<file path="config.mk">
export PLATFORM = sky130hd
export DESIGN_NAME = tile_packet_encoder
export DESIGN_NICKNAME = d
export VERILOG_FILES = /design/src/rtl/tile_packet_encoder.sv
export SDC_FILE = /design/constraint.sdc
export NUM_CORES = 2
export LEC_CHECK = 0
export ABC_CLOCK_PERIOD_IN_PS = 10800
export BUFFER_PORTS_ARGS = -buffer_cell sky130_fd_sc_hd__clkbuf_2
export CAP_MARGIN = 20
export CORE_UTILIZATION = 53
export CTS_CLUSTER_DIAMETER = 60
export CTS_CLUSTER_SIZE = 16
export DETAILED_ROUTE_END_ITERATION = 7
export GPL_ROUTABILITY_DRIVEN = 0
export PLACE_DENSITY = 0.77
export SLEW_MARGIN = 30
export SYNTH_ARGS = -nofsm -noshare
export SYNTH_HDL_FRONTEND = slang
export SYNTH_SLANG_ARGS = --single-unit
</file>
<file path="constraint.sdc">
create_clock -name clock -period 10.8 [get_ports clock]
set_input_delay 1.62 -clock clock [delete_from_list [all_inputs] [get_ports clock]]
set_output_delay 1.62 -clock clock [all_outputs]
set_load 0.01 [all_outputs]
</file>
<file path="src/rtl/tile_packet_encoder.sv">
// ============================================================================
// tile_packet_encoder : serialises one tile-request packet (ADDR, NLIMBS,
// REAL[], IMAG[], ITER) onto a valid/ready stream of type-tagged 32-bit words.
// Optional build macro TILE_ENC_PKT_COUNT_EN adds the pkt_count output.
// Revision: 1.0
// ============================================================================
`default_nettype none

module tile_packet_encoder #(
    parameter int LIMB_INDEX_BITS = 6,
    parameter int LIMB_SIZE_BITS  = 27
) (
    input  logic                       clock,
    input  logic                       reset,
    input  logic                       wr_real_en,
    input  logic                       wr_imag_en,
    input  logic [LIMB_INDEX_BITS-1:0] wr_index,
    input  logic [LIMB_SIZE_BITS-1:0]  wr_data,
    input  logic                       start,
    input  logic [28:0]                tile_addr,
    input  logic [LIMB_INDEX_BITS-1:0] num_limbs,
    input  logic [15:0]                iter_lim,
    output logic                       busy,
    output logic                       done,
    output logic [31:0]                out_data,
    output logic                       out_valid,
    input  logic                       out_ready,
    output logic                       out_end_of_stream
`ifdef TILE_ENC_PKT_COUNT_EN
    ,
    output logic [15:0]                pkt_count
`endif
);

    localparam int DEPTH = 1 << LIMB_INDEX_BITS;

    localparam logic [2:0] TYPE_ADDR   = 3'd0;
    localparam logic [2:0] TYPE_NLIMBS = 3'd1;
    localparam logic [2:0] TYPE_REAL   = 3'd2;
    localparam logic [2:0] TYPE_IMAG   = 3'd3;
    localparam logic [2:0] TYPE_ITER   = 3'd4;

    typedef enum logic [2:0] {
        S_IDLE   = 3'd0,
        S_ADDR   = 3'd1,
        S_NLIMBS = 3'd2,
        S_REAL   = 3'd3,
        S_IMAG   = 3'd4,
        S_ITER   = 3'd5,
        S_GAP    = 3'd6
    } state_t;

    state_t                     state;
    logic [LIMB_INDEX_BITS-1:0] limb_cnt;
    logic [LIMB_INDEX_BITS-1:0] nl_reg;
    logic [15:0]                iter_reg;

    logic [LIMB_SIZE_BITS-1:0]  real_mem [DEPTH];
    logic [LIMB_SIZE_BITS-1:0]  imag_mem [DEPTH];

    logic                       fire;
    logic                       last_limb;
    logic [LIMB_INDEX_BITS-1:0] cnt_next;

    assign fire      = out_valid && out_ready;
    assign last_limb = (limb_cnt == (nl_reg - LIMB_INDEX_BITS'(1)));
    assign cnt_next  = limb_cnt + LIMB_INDEX_BITS'(1);

    // Storage is frozen outside IDLE so the packet in flight cannot change.
    always_ff @(posedge clock) begin
        if (state == S_IDLE) begin
            if (wr_real_en) real_mem[wr_index] <= wr_data;
            if (wr_imag_en) imag_mem[wr_index] <= wr_data;
        end
    end

    // Each handshake loads the following word, so consecutive limbs need no bubble.
    always_ff @(posedge clock) begin
        if (reset) begin
            state             <= S_IDLE;
            limb_cnt          <= '0;
            nl_reg            <= '0;
            iter_reg          <= '0;
            busy              <= 1'b0;
            done              <= 1'b0;
            out_valid         <= 1'b0;
            out_data          <= '0;
            out_end_of_stream <= 1'b0;
        end else begin
            done <= 1'b0;
            case (state)
                S_IDLE: begin
                    if (start) begin
                        state     <= S_ADDR;
                        busy      <= 1'b1;
                        out_valid <= 1'b1;
                        out_data  <= {TYPE_ADDR, tile_addr};
                        nl_reg    <= num_limbs;
                        iter_reg  <= iter_lim;
                    end
                end
                S_ADDR: begin
                    if (fire) begin
                        state    <= S_NLIMBS;
                        out_data <= {TYPE_NLIMBS, 29'(nl_reg)};
                    end
                end
                S_NLIMBS: begin
                    if (fire) begin
                        limb_cnt <= '0;
                        if (nl_reg == '0) begin
                            state             <= S_ITER;
                            out_data          <= {TYPE_ITER, 29'(iter_reg)};
                            out_end_of_stream <= 1'b1;
                        end else begin
                            state    <= S_REAL;
                            out_data <= {TYPE_REAL, 29'(real_mem['0])};
                        end
                    end
                end
                S_REAL: begin
                    if (fire) begin
                        if (last_limb) begin
                            state    <= S_IMAG;
                            limb_cnt <= '0;
                            out_data <= {TYPE_IMAG, 29'(imag_mem['0])};
                        end else begin
                            limb_cnt <= cnt_next;
                            out_data <= {TYPE_REAL, 29'(real_mem[cnt_next])};
                        end
                    end
                end
                S_IMAG: begin
                    if (fire) begin
                        if (last_limb) begin
                            state             <= S_ITER;
                            limb_cnt          <= '0;
                            out_data          <= {TYPE_ITER, 29'(iter_reg)};
                            out_end_of_stream <= 1'b1;
                        end else begin
                            limb_cnt <= cnt_next;
                            out_data <= {TYPE_IMAG, 29'(imag_mem[cnt_next])};
                        end
                    end
                end
                S_ITER: begin
                    if (fire) begin
                        state             <= S_GAP;
                        out_valid         <= 1'b0;
                        out_data          <= '0;
                        out_end_of_stream <= 1'b0;
                        done              <= 1'b1;
                    end
                end
                S_GAP: begin
                    state <= S_IDLE;
                    busy  <= 1'b0;
                end
                default: begin
                    state             <= S_IDLE;
                    busy              <= 1'b0;
                    out_valid         <= 1'b0;
                    out_end_of_stream <= 1'b0;
                end
            endcase
        end
    end

`ifdef TILE_ENC_PKT_COUNT_EN
    always_ff @(posedge clock) begin
        if (reset) begin
            pkt_count <= '0;
        end else if (done) begin
            pkt_count <= pkt_count + 16'd1;
        end
    end
`endif

endmodule

`default_nettype wire

</file>
Word level (Yosys, flattened, before mapping)
Memories as Yosys holds them, arrays and structs flattened.
Index checks and enable logic that the tools add are counted.
Widths: inputs -> output; s select.
- muxes and demuxes: 40
- equal/unequal tests: 17
- bitwise gates (word level): 4
- reductions and logical operators: 17
- $add $sub $neg: 2
- operators with widths (kind ; number):
    $mux 32 ; 8
    $pmux 32 s6 ; 1
    $mux 30 ; 1
    $mux 3 ; 9
    $mux 6 ; 3
    $ne 2x2->1 const B ; 9
    $pmux 3 s6 ; 1
    $mux 1 ; 13
    $pmux 6 s2 ; 1
    $reduce_or 5->1 ; 2
    $eq 3x3->1 const B ; 3
    $reduce_and 8->1 ; 1
    $reduce_and 7->1 ; 1
    $add 6x1->6 const B ; 1
    $eq 3x2->1 const B ; 2
    $eq 6x6->1 ; 1
    $logic_not 6->1 ; 1
    $reduce_and 3->1 ; 2
    $reduce_and 6->1 ; 1
    $reduce_bool 6->1 ; 1
    $sub 6x1->6 const B ; 1
    $not 1->1 ; 4
    $pmux 1 s4 ; 1
    $reduce_and 2->1 ; 2
    9 further kinds ; 10
- bits of input ports: 90
- register bits: 67
- word-level logic and storage cells: 91
- output and inout port bits: 36
- memories kept: 2
- bits in writable memories: 3456
- memory list (name ; words ; bits a word ; read ports ; clocked after Yosys merged registers in ; wr ports ; line ; text):
    imag_mem ; 64 ; 27 ; 2 ; 0 ; 1 ; 59 ; logic [LIMB_SIZE_BITS-1:0] imag_mem [DEPTH];
    real_mem ; 64 ; 27 ; 2 ; 0 ; 1 ; 58 ; logic [LIMB_SIZE_BITS-1:0] real_mem [DEPTH];

Depth between registers and ports, before layout
- depth in word-level cells: 5
- gate-level depth with buffers: 13
- mapped depth without buffers: 9

Worst setup path after synthesis
Ideal clock, no wire load.
- path type: in2reg
- start point: input port wr_index[2]
- end point: memory imag_mem[20][0], enable pin
- path buffers: 3
- cell stages on the path: 5
- setup time: 0.411 ns
- arrival: 3.817 ns
- required time: 10.389 ns
- setup slack: 6.572 ns
- cells stage by stage: clkbuf_1 > or3b_2 > clkbuf_1 > clkbuf_1 > nor2_1
- RTL lines (element ; line ; text):
    from (decl) ; 17 ; input logic [LIMB_INDEX_BITS-1:0] wr_index,
    to (decl) ; 59 ;
Straight into the memory's write port.

Worst setup path in the final report
- start point: register limb_cnt[0]
- end point: register out_data[18]
- cells in the longest elaborated chain, start to end: 5
- elaborated cells on any way between the ends: 9
- classes of those cells: add/sub (1); eq/ne (1); mux (5); memory (2)
- ends and longest elaborated chain (element ; line ; text):
    from (decl) ; 54 ; logic [LIMB_INDEX_BITS-1:0] limb_cnt;
    from (signal assigned) ; 128 ; limb_cnt <= cnt_next;
    from (signal assigned) ; 141 ; limb_cnt <= cnt_next;
    $add 6x1->6 ; 67 ; assign cnt_next = limb_cnt + LIMB_INDEX_BITS'(1);
    $mem_v2 64x27 (on tied branches) ; - ;
    $mux 32 or $mux 30 (tied branches) ; 135, 123 ;
    $mux 32 (on tied branches) ; 134, 122 ;
    $pmux 32 s6 * ; 91 ; case (state)
    to (signal assigned) ; 97 ; out_data <= {TYPE_ADDR, tile_addr};
    to (signal assigned) ; 138 ; out_data <= {TYPE_ITER, 29'(iter_reg)};
    to (signal assigned) ; 142 ; out_data <= {TYPE_IMAG, 29'(imag_mem[cnt_next])};
    to (decl) ; 25 ; output logic [31:0] out_data,
Mark *: on every way between the ends. The rest lies on a longest branch, timed or not. The select of a mux whose other input is x is not followed.
A chain may end at the register's enable or synchronous reset.

==> flow_metrics.env <==
export IMPL_outcome="finished with violations"
export IMPL_dpl_hpwl_um=232000
export IMPL_start_util_pct=53.4
export IMPL_crit_path_end_kind="register"
export IMPL_grt_pass1_vias=69933
export IMPL_mostFrequentLayoutCells="edfxtp_1 (3456), mux4_2 (924), nand2_1 (535)"
export IMPL_clock_sinks=3523
export IMPL_cts_repair_resized=0
export IMPL_cp_max_fo=120
export IMPL_firstDrtPassIters=8
export IMPL_groute_usage_overall_pct=31.1
export IMPL_crit_buf_inv=2
export IMPL_io_pins=126
export IMPL_start_kind="register"
export IMPL_core_sq_mm=0.255
export IMPL_overflow=0
export IMPL_worst_ep_required_time_ns=11.63
export IMPL_syn_to_final_growth_pct=10.8
export IMPL_synthFlopType="edfxtp_1"
export IMPL_final_period_utilization_pct=50.0
export IMPL_drv_slew=0
export IMPL_clockRootBuffer="clkbuf_16"
export IMPL_tightest_slew_ns=1.23
export IMPL_setup_viol=0
export IMPL_hold_slack_ns=0.469
export IMPL_pre_cts_ws_ns=5.19
export IMPL_die_width_um=509
export IMPL_ctsHoldBuffers=0
export IMPL_netlist_instances=6300
export IMPL_drt_wl_total_um=400000
export IMPL_syn_area_per_cell_sq_um=21.6
export IMPL_synth_warnings=0
export IMPL_holdPathEnd="out_data[28]"
export IMPL_vias=71397
export IMPL_final_nets=6685
export IMPL_synth_nets=6393
export IMPL_numCtsBuffers=277
export IMPL_fin_setup_tns_ns=0
export IMPL_grt_max_degree=147
export IMPL_crit_chain="ha_4 -> buf_12 -> buf_4 -> mux4_2 -> mux4_2 -> nand2_1 -> nand3_1 -> nand3_1 -> a41oi_1"
export IMPL_holdCritPathClass="register to register"
export IMPL_drive_gt1_share_pct=27.0
export IMPL_layout_commonest_cell="edfxtp_1"
export IMPL_vdd_ir_drop_max_v=0.000190
export IMPL_min_period_ns=5.40
export IMPL_wl_per_cell_um=39.8
export IMPL_timing_rr_end="out_data[18]"
export IMPL_synth_seq_area_share_pct=77.3
export IMPL_power_density_mw_per_mm2=175
export IMPL_max_freq_ghz=0.185
export IMPL_viasPerCell=7.10
export IMPL_cts_tree="done"
export IMPL_worstRegToRegCells=9
export IMPL_first_iter_violations=13056
export IMPL_max_stage_delay_ns=0.77
export IMPL_rrSetupSlack_ns=5.40
export IMPL_worstSetupPathType="register to register"
export IMPL_fp_row_count=185
export IMPL_die_area_sq_mm=0.259
export IMPL_leakage_nw=44.8
export IMPL_route_detailed_drc=9
export IMPL_arrival_ns=6.22
export IMPL_largest_registers="imag_mem: 1728 flops, real_mem: 1728 flops, out_data: 32 flops"
export IMPL_async_reset_ff_share_pct=0
export IMPL_r2r_start="limb_cnt[0]"
export IMPL_clockBufferDepth=4
export IMPL_hp_start="out_data[28]"
export IMPL_ys_seq_elements=3523
export IMPL_synthDistinctLibCells=82
export IMPL_drv_cap=0
export IMPL_synthesis_area_sq_mm=0.136
export IMPL_hold_viol_final=0
export IMPL_clkTransAtPathRegs_ns=0.07
export IMPL_fillers=17089
export IMPL_violations="DRC"
export IMPL_portBuffers=125
export IMPL_holdPathStages=2
export IMPL_die_h_um=509
export IMPL_grt_pass1_wl_um=551000
export IMPL_clk_latency_ns=0.97
export IMPL_drtAntennaViolNets=0
export IMPL_antenna_found_initial=56
export IMPL_slowest_stage="dfxtp_4"
export IMPL_rsz0062_at_grt="no"
export IMPL_synth_edf_count=3456
export IMPL_fin_skew_ns=0.0809
export IMPL_setup_slack_ns=5.40
export IMPL_slew_headroom_pct=17.3
export IMPL_post_cts_buffers=0
export IMPL_htree_levels=5
export IMPL_critical_path_top_delay_family="buffers and inverters"
==> stage by stage <==
step | area (sq um) | power (mW) | util [%] | std cells
floorplan | 136000 | 16.3 | - | 6300
global placement | 142000 | 17.1 | 55.6 | 9627
detailed placement | 143000 | 17.2 | 56.2 | 9674
CTS | 150000 | 26.2 | 59.1 | 10021
global route | 151000 | 26.8 | 59.2 | 10036
finish | 151000 | 26.3 | 59.2 | 10057
==> area by class of cell <==
type                            instances  area, sq um  share of cell area, %
Sequential cell                      3523       105000                   69.7
Multi-Input combinational cell       2412        30100                   20.0
Clock buffer                          323         7210                   4.78
Tap cell                             3366         4210                   2.79
Timing Repair Buffer                  375         3700                   2.46
Clock inverter                         24          307                  0.203
Antenna cell                           31         77.6                 0.0515
Inverter                                3         11.3                0.00747
==> Yosys cell counts, types with 53 or more instances <==
| cell type | number | share of area (%) |
|---|---|---|
| nand2_1 | 539 | 1.5 |
| buf_4 | 85 | 0.47 |
| a21oi_1 | 103 | 0.38 |
| buf_2 | 103 | 0.38 |
| edfxtp_1 | 3456 | 76 |
| nor2_1 | 191 | 0.53 |
| dfxtp_1 | 67 | 0.99 |
| mux4_2 | 924 | 15 |
| clkbuf_1 | 130 | 0.36 |
| nand3_1 | 136 | 0.50 |
| nand4_1 | 53 | 0.24 |
| mux2i_1 | 100 | 0.74 |
==> power by group <==
group / internal (mW) / switching [mW]
Clock: 4.79 / 4.52
Combinational: 0.510 / 1.16
Sequential: 15.1 / 0.191
==> metal layers <==
layer  global-route usage, %  share of wire [%]  up-vias
li1                        -                  -    26793
met1                    38.4                 31    36747
met2                    46.3                 45     6363
met3                    9.76                 14     1462
met4                    23.8                9.3       32
met5                  0.0926              0.050        -
==> kinds of logic (layout without fill, tap and decap cells) <==
| kind of cell | after synthesis | in the layout | synth area share, % |
|---|---|---|---|
| mux | 1029 | 1029 | 16.1 |
| other cells | 0 | 31 | 0 |
| fa+ha+maj | 3 | 3 | 0.0276 |
| simple gates | 1011 | 1011 | 3.21 |
| xor+xnor | 12 | 12 | 0.105 |
| flops | 3523 | 3523 | 77.3 |
| buf+inv | 365 | 725 | 1.43 |
| compound gates | 357 | 357 | 1.89 |
==> worst max-delay path by stage <==
stage          cells after the start  slack (ns)   startpoint         endpoint
6_report                           9        5.40  limb_cnt[0]     out_data[18]
5_1_grt                            8        5.37  limb_cnt[0]     out_data[14]
4_1_cts                            9        5.14  limb_cnt[0]     out_data[16]
3_5_place_dp                       9        5.19  limb_cnt[0]     out_data[16]
3_3_place_gp                       8        5.17  limb_cnt[0]     out_data[12]
2_1_floorplan                      5        6.57  wr_index[2]  imag_mem[20][0]
==> worst min-delay path, delay by kind of cell, from the launching register on <==
kind / cells / cell delay (ns)
flip-flops: 1 / 0.31
AO/OA/AOI/OAI: 1 / 0.06
AND/OR/NAND/NOR: 1 / 0.05
No activity file was read; power rests on OpenSTA's default activity.
